$ cat config.mk
export PLATFORM = sky130hd
export DESIGN_NAME = vdc_blitter
export DESIGN_NICKNAME = d
export VERILOG_FILES = /design/src/rtl/vdc_blitter.sv
export SDC_FILE = /design/constraint.sdc
export NUM_CORES = 1
export LEC_CHECK = 0
export CAP_MARGIN = 30
export CORE_ASPECT_RATIO = 1.2
export CORE_MARGIN = 2
export CORE_UTILIZATION = 50
export DETAILED_ROUTE_END_ITERATION = 8
export PLACE_DENSITY = 0.8
export SLEW_MARGIN = 20
export SYNTH_ARGS = -nofsm -noshare
export SYNTH_HDL_FRONTEND = slang
export SYNTH_SLANG_ARGS = --single-unit
$ cat constraint.sdc
create_clock -name clk -period 8.42 [get_ports clk]
set_input_delay 1.684 -clock clk [delete_from_list [all_inputs] [get_ports clk]]
set_output_delay 1.684 -clock clk [all_outputs]
set_load 0.02 [all_outputs]
$ cat src/rtl/vdc_blitter.sv
// vdc_blitter: block-transfer engine for the VDC CPU data path.
// Performs single READ, single WRITE, FILL and COPY operations on VDC RAM,
// using only the RAM slots the slot scheduler offers.
//
// Ports:
//   clk, reset            system clock, synchronous active-high reset
//   start, mode, dir      command strobe, operation (0=RD 1=WR 2=FILL 3=COPY),
//                         address direction (0=increment, 1=decrement)
//   wc_in, ua_in, ba_in,  word count, update address, block (source) address
//   wda_in                and write/fill data, all latched on an accepted start
//   abort                 terminate the current operation
//   slot, slot_done       slot offer / end of slot with ram_do valid
//   ram_do                RAM read data
//   ram_rd, ram_we,       one-cycle RAM strobes with registered address and
//   ram_addr, ram_di      write data
//   ua, ba, da, wc_left   current update/block address, data reg, words left
//   busy, done            operation in progress / one-cycle completion pulse
module vdc_blitter #(
  parameter int ADDR_BITS = 16,
  parameter int WC_BITS   = 8
) (
  input  logic                 clk,
  input  logic                 reset,
  input  logic                 start,
  input  logic [1:0]           mode,
  input  logic                 dir,
  input  logic [WC_BITS-1:0]   wc_in,
  input  logic [ADDR_BITS-1:0] ua_in,
  input  logic [ADDR_BITS-1:0] ba_in,
  input  logic [7:0]           wda_in,
  input  logic                 abort,
  input  logic                 slot,
  input  logic                 slot_done,
  input  logic [7:0]           ram_do,
  output logic                 ram_rd,
  output logic                 ram_we,
  output logic [ADDR_BITS-1:0] ram_addr,
  output logic [7:0]           ram_di,
  output logic [ADDR_BITS-1:0] ua,
  output logic [ADDR_BITS-1:0] ba,
  output logic [7:0]           da,
  output logic [WC_BITS-1:0]   wc_left,
  output logic                 busy,
  output logic                 done
);

  typedef enum logic [2:0] {
    S_IDLE  = 3'd0,
    S_READ  = 3'd1,
    S_WRITE = 3'd2,
    S_FILL  = 3'd3,
    S_COPYR = 3'd4,
    S_COPYW = 3'd5
  } state_t;

  state_t                 r_state, w_state;
  logic                   r_pending, w_pending;
  logic                   r_aborting, w_aborting;
  logic                   r_dir, w_dir;
  logic [ADDR_BITS-1:0]   r_ua, w_ua, r_ba, w_ba, r_ram_addr, w_ram_addr;
  logic [7:0]             r_da, w_da, r_cda, w_cda, r_wda, w_wda, r_ram_di, w_ram_di;
  logic [WC_BITS-1:0]     r_wc, w_wc;
  logic                   r_ram_rd, w_ram_rd, r_ram_we, w_ram_we;
  logic                   r_busy, w_busy, r_done, w_done;

  logic [ADDR_BITS-1:0]   w_step;
  logic [WC_BITS-1:0]     w_wc_dec;
  logic                   w_wc_last;
  logic                   w_complete;
  logic                   w_issue;

  // +1 or -1 modulo 2^ADDR_BITS; word counter wraps so wc=0 means 2^WC_BITS
  assign w_step     = r_dir ? {ADDR_BITS{1'b1}} : {{(ADDR_BITS-1){1'b0}}, 1'b1};
  assign w_wc_dec   = r_wc - {{(WC_BITS-1){1'b0}}, 1'b1};
  assign w_wc_last  = (r_wc == {{(WC_BITS-1){1'b0}}, 1'b1});
  assign w_complete = r_pending & slot_done;
  // A slot coinciding with slot_done is never used for a new access
  assign w_issue    = (r_state != S_IDLE) & slot & ~slot_done & ~r_pending & ~r_aborting & ~abort;

  // Next-state and datapath update logic
  always_comb begin
    w_state    = r_state;
    w_pending  = r_pending;
    w_aborting = r_aborting;
    w_dir      = r_dir;
    w_ua       = r_ua;
    w_ba       = r_ba;
    w_da       = r_da;
    w_cda      = r_cda;
    w_wda      = r_wda;
    w_wc       = r_wc;
    w_ram_addr = r_ram_addr;
    w_ram_di   = r_ram_di;
    w_ram_rd   = 1'b0;
    w_ram_we   = 1'b0;

    if (r_state == S_IDLE) begin
      // Abort in idle is ignored, but it also cancels a coincident start
      if (start && !abort) begin
        w_ua  = ua_in;
        w_ba  = ba_in;
        w_wda = wda_in;
        w_wc  = wc_in;
        w_dir = dir;
        case (mode)
          2'd0:    w_state = S_READ;
          2'd1:    w_state = S_WRITE;
          2'd2:    w_state = S_FILL;
          default: w_state = S_COPYR;
        endcase
      end else begin
        w_state = S_IDLE;
      end
    end else if (w_complete) begin
      w_pending = 1'b0;
      case (r_state)
        S_READ: begin
          w_da    = ram_do;
          w_state = S_IDLE;
        end
        S_WRITE: begin
          // A write is followed by a reload of DA from the new UA
          w_ua    = r_ua + w_step;
          w_state = S_READ;
        end
        S_FILL: begin
          w_ua    = r_ua + w_step;
          w_wc    = w_wc_dec;
          w_state = w_wc_last ? S_IDLE : S_FILL;
        end
        S_COPYR: begin
          w_cda   = ram_do;
          w_ba    = r_ba + w_step;
          w_state = S_COPYW;
        end
        S_COPYW: begin
          w_ua    = r_ua + w_step;
          w_wc    = w_wc_dec;
          w_state = w_wc_last ? S_IDLE : S_COPYR;
        end
        default: w_state = S_IDLE;
      endcase
      // Bookkeeping of the in-flight access is kept even when aborting
      if (abort || r_aborting) begin
        w_state = S_IDLE;
      end else begin
        w_aborting = 1'b0;
      end
    end else if (abort) begin
      if (r_pending) begin
        w_aborting = 1'b1;
      end else begin
        w_state = S_IDLE;
      end
    end else if (w_issue) begin
      w_pending = 1'b1;
      case (r_state)
        S_READ: begin
          w_ram_addr = r_ua;
          w_ram_rd   = 1'b1;
        end
        S_WRITE, S_FILL: begin
          w_ram_addr = r_ua;
          w_ram_di   = r_wda;
          w_ram_we   = 1'b1;
        end
        S_COPYR: begin
          w_ram_addr = r_ba;
          w_ram_rd   = 1'b1;
        end
        S_COPYW: begin
          w_ram_addr = r_ua;
          w_ram_di   = r_cda;
          w_ram_we   = 1'b1;
        end
        default: w_pending = 1'b0;
      endcase
    end else begin
      w_state = r_state;
    end

    w_busy = (w_state != S_IDLE);
    w_done = (r_state != S_IDLE) && (w_state == S_IDLE);
    if (w_state == S_IDLE) begin
      w_aborting = 1'b0;
    end else begin
      w_aborting = w_aborting;
    end
  end

  // State and output registers with synchronous reset
  always_ff @(posedge clk) begin
    if (reset) begin
      r_state    <= S_IDLE;
      r_pending  <= 1'b0;
      r_aborting <= 1'b0;
      r_dir      <= 1'b0;
      r_ua       <= {ADDR_BITS{1'b0}};
      r_ba       <= {ADDR_BITS{1'b0}};
      r_da       <= 8'd0;
      r_cda      <= 8'd0;
      r_wda      <= 8'd0;
      r_wc       <= {WC_BITS{1'b0}};
      r_ram_addr <= {ADDR_BITS{1'b0}};
      r_ram_di   <= 8'd0;
      r_ram_rd   <= 1'b0;
      r_ram_we   <= 1'b0;
      r_busy     <= 1'b0;
      r_done     <= 1'b0;
    end else begin
      r_state    <= w_state;
      r_pending  <= w_pending;
      r_aborting <= w_aborting;
      r_dir      <= w_dir;
      r_ua       <= w_ua;
      r_ba       <= w_ba;
      r_da       <= w_da;
      r_cda      <= w_cda;
      r_wda      <= w_wda;
      r_wc       <= w_wc;
      r_ram_addr <= w_ram_addr;
      r_ram_di   <= w_ram_di;
      r_ram_rd   <= w_ram_rd;
      r_ram_we   <= w_ram_we;
      r_busy     <= w_busy;
      r_done     <= w_done;
    end
  end

  assign ram_rd   = r_ram_rd;
  assign ram_we   = r_ram_we;
  assign ram_addr = r_ram_addr;
  assign ram_di   = r_ram_di;
  assign ua       = r_ua;
  assign ba       = r_ba;
  assign da       = r_da;
  assign wc_left  = r_wc;
  assign busy     = r_busy;
  assign done     = r_done;

endmodule
Word level (Yosys, flattened, before mapping)
Cells that the tools add are included.
{"block": "op_classes", "eq_ne": 11, "n_mux": 35, "reduce_logical": 36, "add_sub_neg": 3, "n_bitwise": 13}
{"cell": "2-to-1 mux 16 bit", "count": 9}
{"cell": "adder 16 bit", "count": 2}
{"cell": "2-to-1 mux 8 bit", "count": 4}
{"cell": "one-hot mux 16 bit (2 select lines)", "count": 1}
{"cell": "2-to-1 mux 3 bit", "count": 7}
{"cell": "AND reduction 3 bit", "count": 6}
{"cell": "nonzero test 2 bit", "count": 9}
{"cell": "one-hot mux 8 bit (2 select lines)", "count": 1}
{"cell": "one-hot mux 3 bit (4 select lines)", "count": 1}
{"cell": "2-to-1 mux 1 bit", "count": 10}
{"cell": "AND reduction 5 bit", "count": 2}
{"cell": "OR reduction 5 bit", "count": 2}
{"cell": "one-hot mux 3 bit (3 select lines)", "count": 1}
{"cell": "== test 8 x 1 -> 1 bit, second input constant", "count": 1}
{"cell": "OR reduction 2 bit", "count": 4}
{"cell": "subtractor 8 x 1 -> 8 bit, second input constant", "count": 1}
{"cell": "inverter 1 bit", "count": 7}
{"cell": "AND 1 bit", "count": 6}
{"cell": "== test 3 x 2 -> 1 bit, second input constant", "count": 2}
{"cell": "== test 3 bit, second input constant", "count": 2}
{"cell": "zero test 3 bit", "count": 2}
{"cell": "nonzero test 3 bit", "count": 2}
{"cell": "inequality test 2 x 1 -> 1 bit, second input constant", "count": 2}
{"cell": "AND reduction 4 bit", "count": 1}
{"cell": "12 further kinds", "count": 13}
{"block": "totals", "inputBits": 65, "register_bits": 98}

Logic depth before layout (Yosys ltp)
{"block": "depth", "word_depth": 9, "mapped_depth": 9, "depth_no_buf": 9}

Worst setup path after synthesis
OpenSTA, ideal clock, no wires.
{"block": "synth_path", "kind": "input -> register", "startpoint": "in abort", "endpoint": "reg r_wc[7] (netlist: wc_left[7])", "setup_slack_ns": 5.354, "setup_ns": 0.087, "required_ns": 8.333, "path_stages": 8, "n_path_buf": 2, "arrival_ns": 2.979, "cell_sequence": "nor3b_1 > and2_1 > buf_2 > a31oi_1 > o22ai_2 > buf_2 > a21oi_1 > a211oi_1"}
{"block": "synth_between", "elab_chain_len": 4}
{"item": "from (decl)", "line": "31", "text": "input logic abort,"}
{"item": "zero test 1 bit", "line": "99", "text": "if (start && !abort) begin"}
{"item": "logical AND 1 bit", "line": "99"}
{"item": "inequality test 2 x 1 -> 1 bit (no source line)"}
{"item": "AND reduction 3 bit (no source line)"}
{"item": "to (signal assigned)", "line": "203", "text": "r_wc <= {WC_BITS{1'b0}};"}
{"item": "to (signal assigned)", "line": "220", "text": "r_wc <= w_wc;"}
{"item": "to (decl)", "line": "62", "text": "logic [WC_BITS-1:0] r_wc, w_wc;"}
No other way between the ends.
A chain may end at the register's enable or synchronous reset.

Final worst setup path
{"block": "layout_path", "startpoint": "in abort", "endpoint": "reg r_ua[14] (netlist: ua[14])"}
{"block": "layout_between", "elab_chain_len": 4}
{"item": "zero test 1 bit", "line": "99"}
{"item": "logical AND 1 bit", "line": "99"}
{"item": "inequality test 2 x 1 -> 1 bit (no source line)"}
{"item": "AND reduction 3 bit (no source line)"}
{"item": "to (signal assigned)", "line": "198", "text": "r_ua <= {ADDR_BITS{1'b0}};"}
{"item": "to (signal assigned)", "line": "215", "text": "r_ua <= w_ua;"}
{"item": "to (decl)", "line": "60", "text": "logic [ADDR_BITS-1:0] r_ua, w_ua, r_ba, w_ba, r_ram_addr, w_ram_addr;"}
No other way between the ends.

==> out/summary.txt <==
status: completed
clock latency at the later pin of the worst-skew pair: 0.36 ns
vias in the first global route: 5,565
library cells used by synthesis: 76
slew margin rel.: 0.437
RSZ-0062 raised after global routing: false
Mapped Avg Cell Area: 8.27 um^2
EDFF count, synth: 0
Final Cell Area: 7660 um^2
final slew viol count: 0
Worst EP arrival: 4.41 ns
Syn Inst Count: 716
Cell Area, Synth: 5920 um^2
Pint: 0.811 mW
f_max: 240 MHz
initial antenna violation count: 0
Top Ports: 141
worst r2r path cells: 9
vias: 5,871
Final Hold Vio Count: 0
Antenna Cells: 0
CTS Buf Count: 9
synthesis-to-layout area growth: 29.3%
# placed instances: 974
DRT Pass-1 Iters: 5
CTS Root Buffer Type: clkbuf_16
Logic pwr share: 0.219
max_cap viols: 0
Peak VDD IR: 0.110 mV
post-layout util: 0.662
CTS tree: built
Leak: 2.91 nW
Die Area: 12,700 um^2
maximum number of pins on one net before global-route repair: 56
CTS clk-pin slew, worst paths: 0.07 ns
fin cells: 992
clock sink count: 98
die width: 103 um
maximum fanout along the worst path: 21
CTS max path bufs: 2
H-tree levels: 3
Min-Delay Path Depth: 2
Rows: 43
Setup Skew: 0.00729 ns
port buffer count: 140
post-synth top area share: 0.331
Starting Density: 0.512
WHS: 0.458 ns
Clk pwr share: 0.352
post-CTS resize count: 0
Placed Area: 7350 um^2
nets@finish: 930
final wirelength: 16,900 um
gr usage total: 0.267
Via density: 5.92
remaining global-route overflow: 0
Setup-failing EPs final: 0
CORE AREA: 11,600 um^2
Hold Path Class: flop to flop
share of cells above drive strength 1: 0.0719
critical path class: primary input to flop
Post-CTS Repair Setup Buffers: 0
Power Dens Cells: 156 nW/um^2
post-synthesis sequential area ratio: 0.331
Sum Neg Setup Slack: 0 ns
syn_nets: 816
worst path required time: 8.66 ns
post-synthesis register bit count: 98
first-pass GRT wire length: 26,800 um
P_sw: 0.381 mW
ys async rst share: 0
leading area contributor after synthesis: dfxtp_1
Hold Buf Count CTS: 0
Die Ht: 123 um
top area cells in the synthesized netlist: dfxtp_1 33%, ha_1 7.0%, mux2i_1 5.9%
period utilisation layout: 0.495
fin crit period: 4.17 ns
RePlAce Congestion: 0.938
DRT antenna net count: 0
1st-iter DRT viols: 372
Worst Tran Pin Value: 0.844 ns
sw frac: 0.320
Post-route DRC: 0
WL/cell: 17.0 um
critical path endpoint category: flop
ys flop type: dfxtp_1
HPWL Detailed: 12,300 um
sequential share of power: 0.428
startpoint types: primary input
Syn. warnings: 0
==> worst max-delay path, stage by stage <==
cell and delay, ns:
clkdlybuf4s50_1 0.47, nor3b_1 0.34, and2_1 0.55, or2_1 0.69
a221oi_1 0.16, o21ai_1 0.16, a21oi_1 0.08, mux2_2 0.27
==> flip-flops by register name, summed over array words and instances, names as in the netlist, 8 cells and up <==
name,flops
ba,16
ram_di,8
da,8
ua,16
r_wda,8
ram_addr,16
r_cda,8
wc_left,8
==> routing by layer <==
| metal | up-vias | wire [um] | track usage |
|---|---|---|---|
| met5 | - | 0 | 0 |
| met4 | 0 | 468 | 0.107 |
| met3 | 41 | 1130 | 0.0441 |
| met2 | 252 | 8400 | 0.461 |
| met1 | 2754 | 6860 | 0.327 |
| li1 | 2824 | - | - |
==> cell families (layout without fill, tap and decap cells) <==
kind of cell,count (synthesis),in the layout,synth area share
buffers and inverters,60,179,0.0454
XOR/XNOR,19,19,0.0281
AND/OR/NAND/NOR,250,250,0.202
flip-flops,98,98,0.331
adder cells (fa/ha/maj),35,35,0.0765
AO/OA/AOI/OAI,217,217,0.254
multiplexers,37,37,0.0630
==> synthesized netlist by cell type, types with 3 or more instances <==
library cell	n
nor4_1	5
a311oi_1	5
ha_1	33
clkbuf_1	23
nor2b_1	10
nand2b_1	5
buf_2	11
xor2_1	8
a221oi_1	6
a21o_1	8
a21oi_1	65
o21ai_1	14
inv_1	16
buf_4	8
o211ai_1	4
nand3_1	10
o22ai_1	4
o31ai_1	3
dfxtp_1	98
nand2_1	82
nor3_1	16
o21a_1	4
a22oi_1	3
nand4_1	5
nor2_1	86
or3_1	7
o21ai_0	22
a31oi_1	7
mux2i_1	35
xnor2_1	11
o21bai_1	3
a211oi_2	13
a211oi_1	30
==> layout make-up <==
class | count | area (um^2)
Clock inverter | 7 | 73.8
Inverter | 16 | 60.1
Sequential cell | 98 | 1960
Timing Repair Buffer | 147 | 1450
Multi-Input combinational cell | 558 | 3690
Fill cell | 970 | 3910
Tap cell | 157 | 196
Clock buffer | 9 | 225
==> path summary, 6_finish.rpt <==
check        startpoint       end  slack (ns)
max               abort    ua[14]        4.25
min            r_cda[5]  r_cda[5]        0.46
max reg2reg       r_dir    ua[14]        5.08
min reg2reg    r_cda[5]  r_cda[5]        0.46
==> placed cells by master (no fill, tap or decap), types with 8 or more instances in the layout <==
| cell type | instances |
|---|---|
| clkdlybuf4s50_1 | 139 |
| dfxtp_1 | 98 |
| nor2_1 | 86 |
| nand2_1 | 82 |
| a21oi_1 | 65 |
| mux2i_1 | 35 |
| ha_1 | 33 |
| a211oi_1 | 30 |
| o21ai_0 | 22 |
| inv_1 | 16 |
| nor3_1 | 16 |
| o21ai_1 | 14 |
| a211oi_2 | 13 |
| xnor2_1 | 11 |
| nand3_1 | 10 |
| nor2b_1 | 10 |
| clkbuf_16 | 9 |
| a21o_1 | 8 |
| xor2_1 | 8 |
| buf_4 | 8 |
==> power by group through the flow <==
| stage | clock network, mW | registers [mW] | logic [mW] |
|---|---|---|---|
| 5_1_grt | 0.438 | 0.513 | 0.287 |
| 4_1_cts | 0.424 | 0.510 | 0.260 |
| 3_3_place_gp | 0 | 0.521 | 0.250 |
| 3_5_place_dp | 0 | 0.521 | 0.258 |
| 2_1_floorplan | 0 | 0.530 | 0.147 |
| 6_report | 0.420 | 0.511 | 0.262 |
==> metrics by stage <==
| step | total power, mW | setup slack (ns) |
|---|---|---|
| final | 1.19 | 4.25 |
| after global routing | 1.24 | 4.08 |
| after CTS | 1.19 | 4.34 |
| after detailed placement | 0.780 | 3.97 |
| after global placement | 0.771 | 4.08 |
| after floorplan | 0.677 | 5.35 |
(Power assumes the default switching activity.)
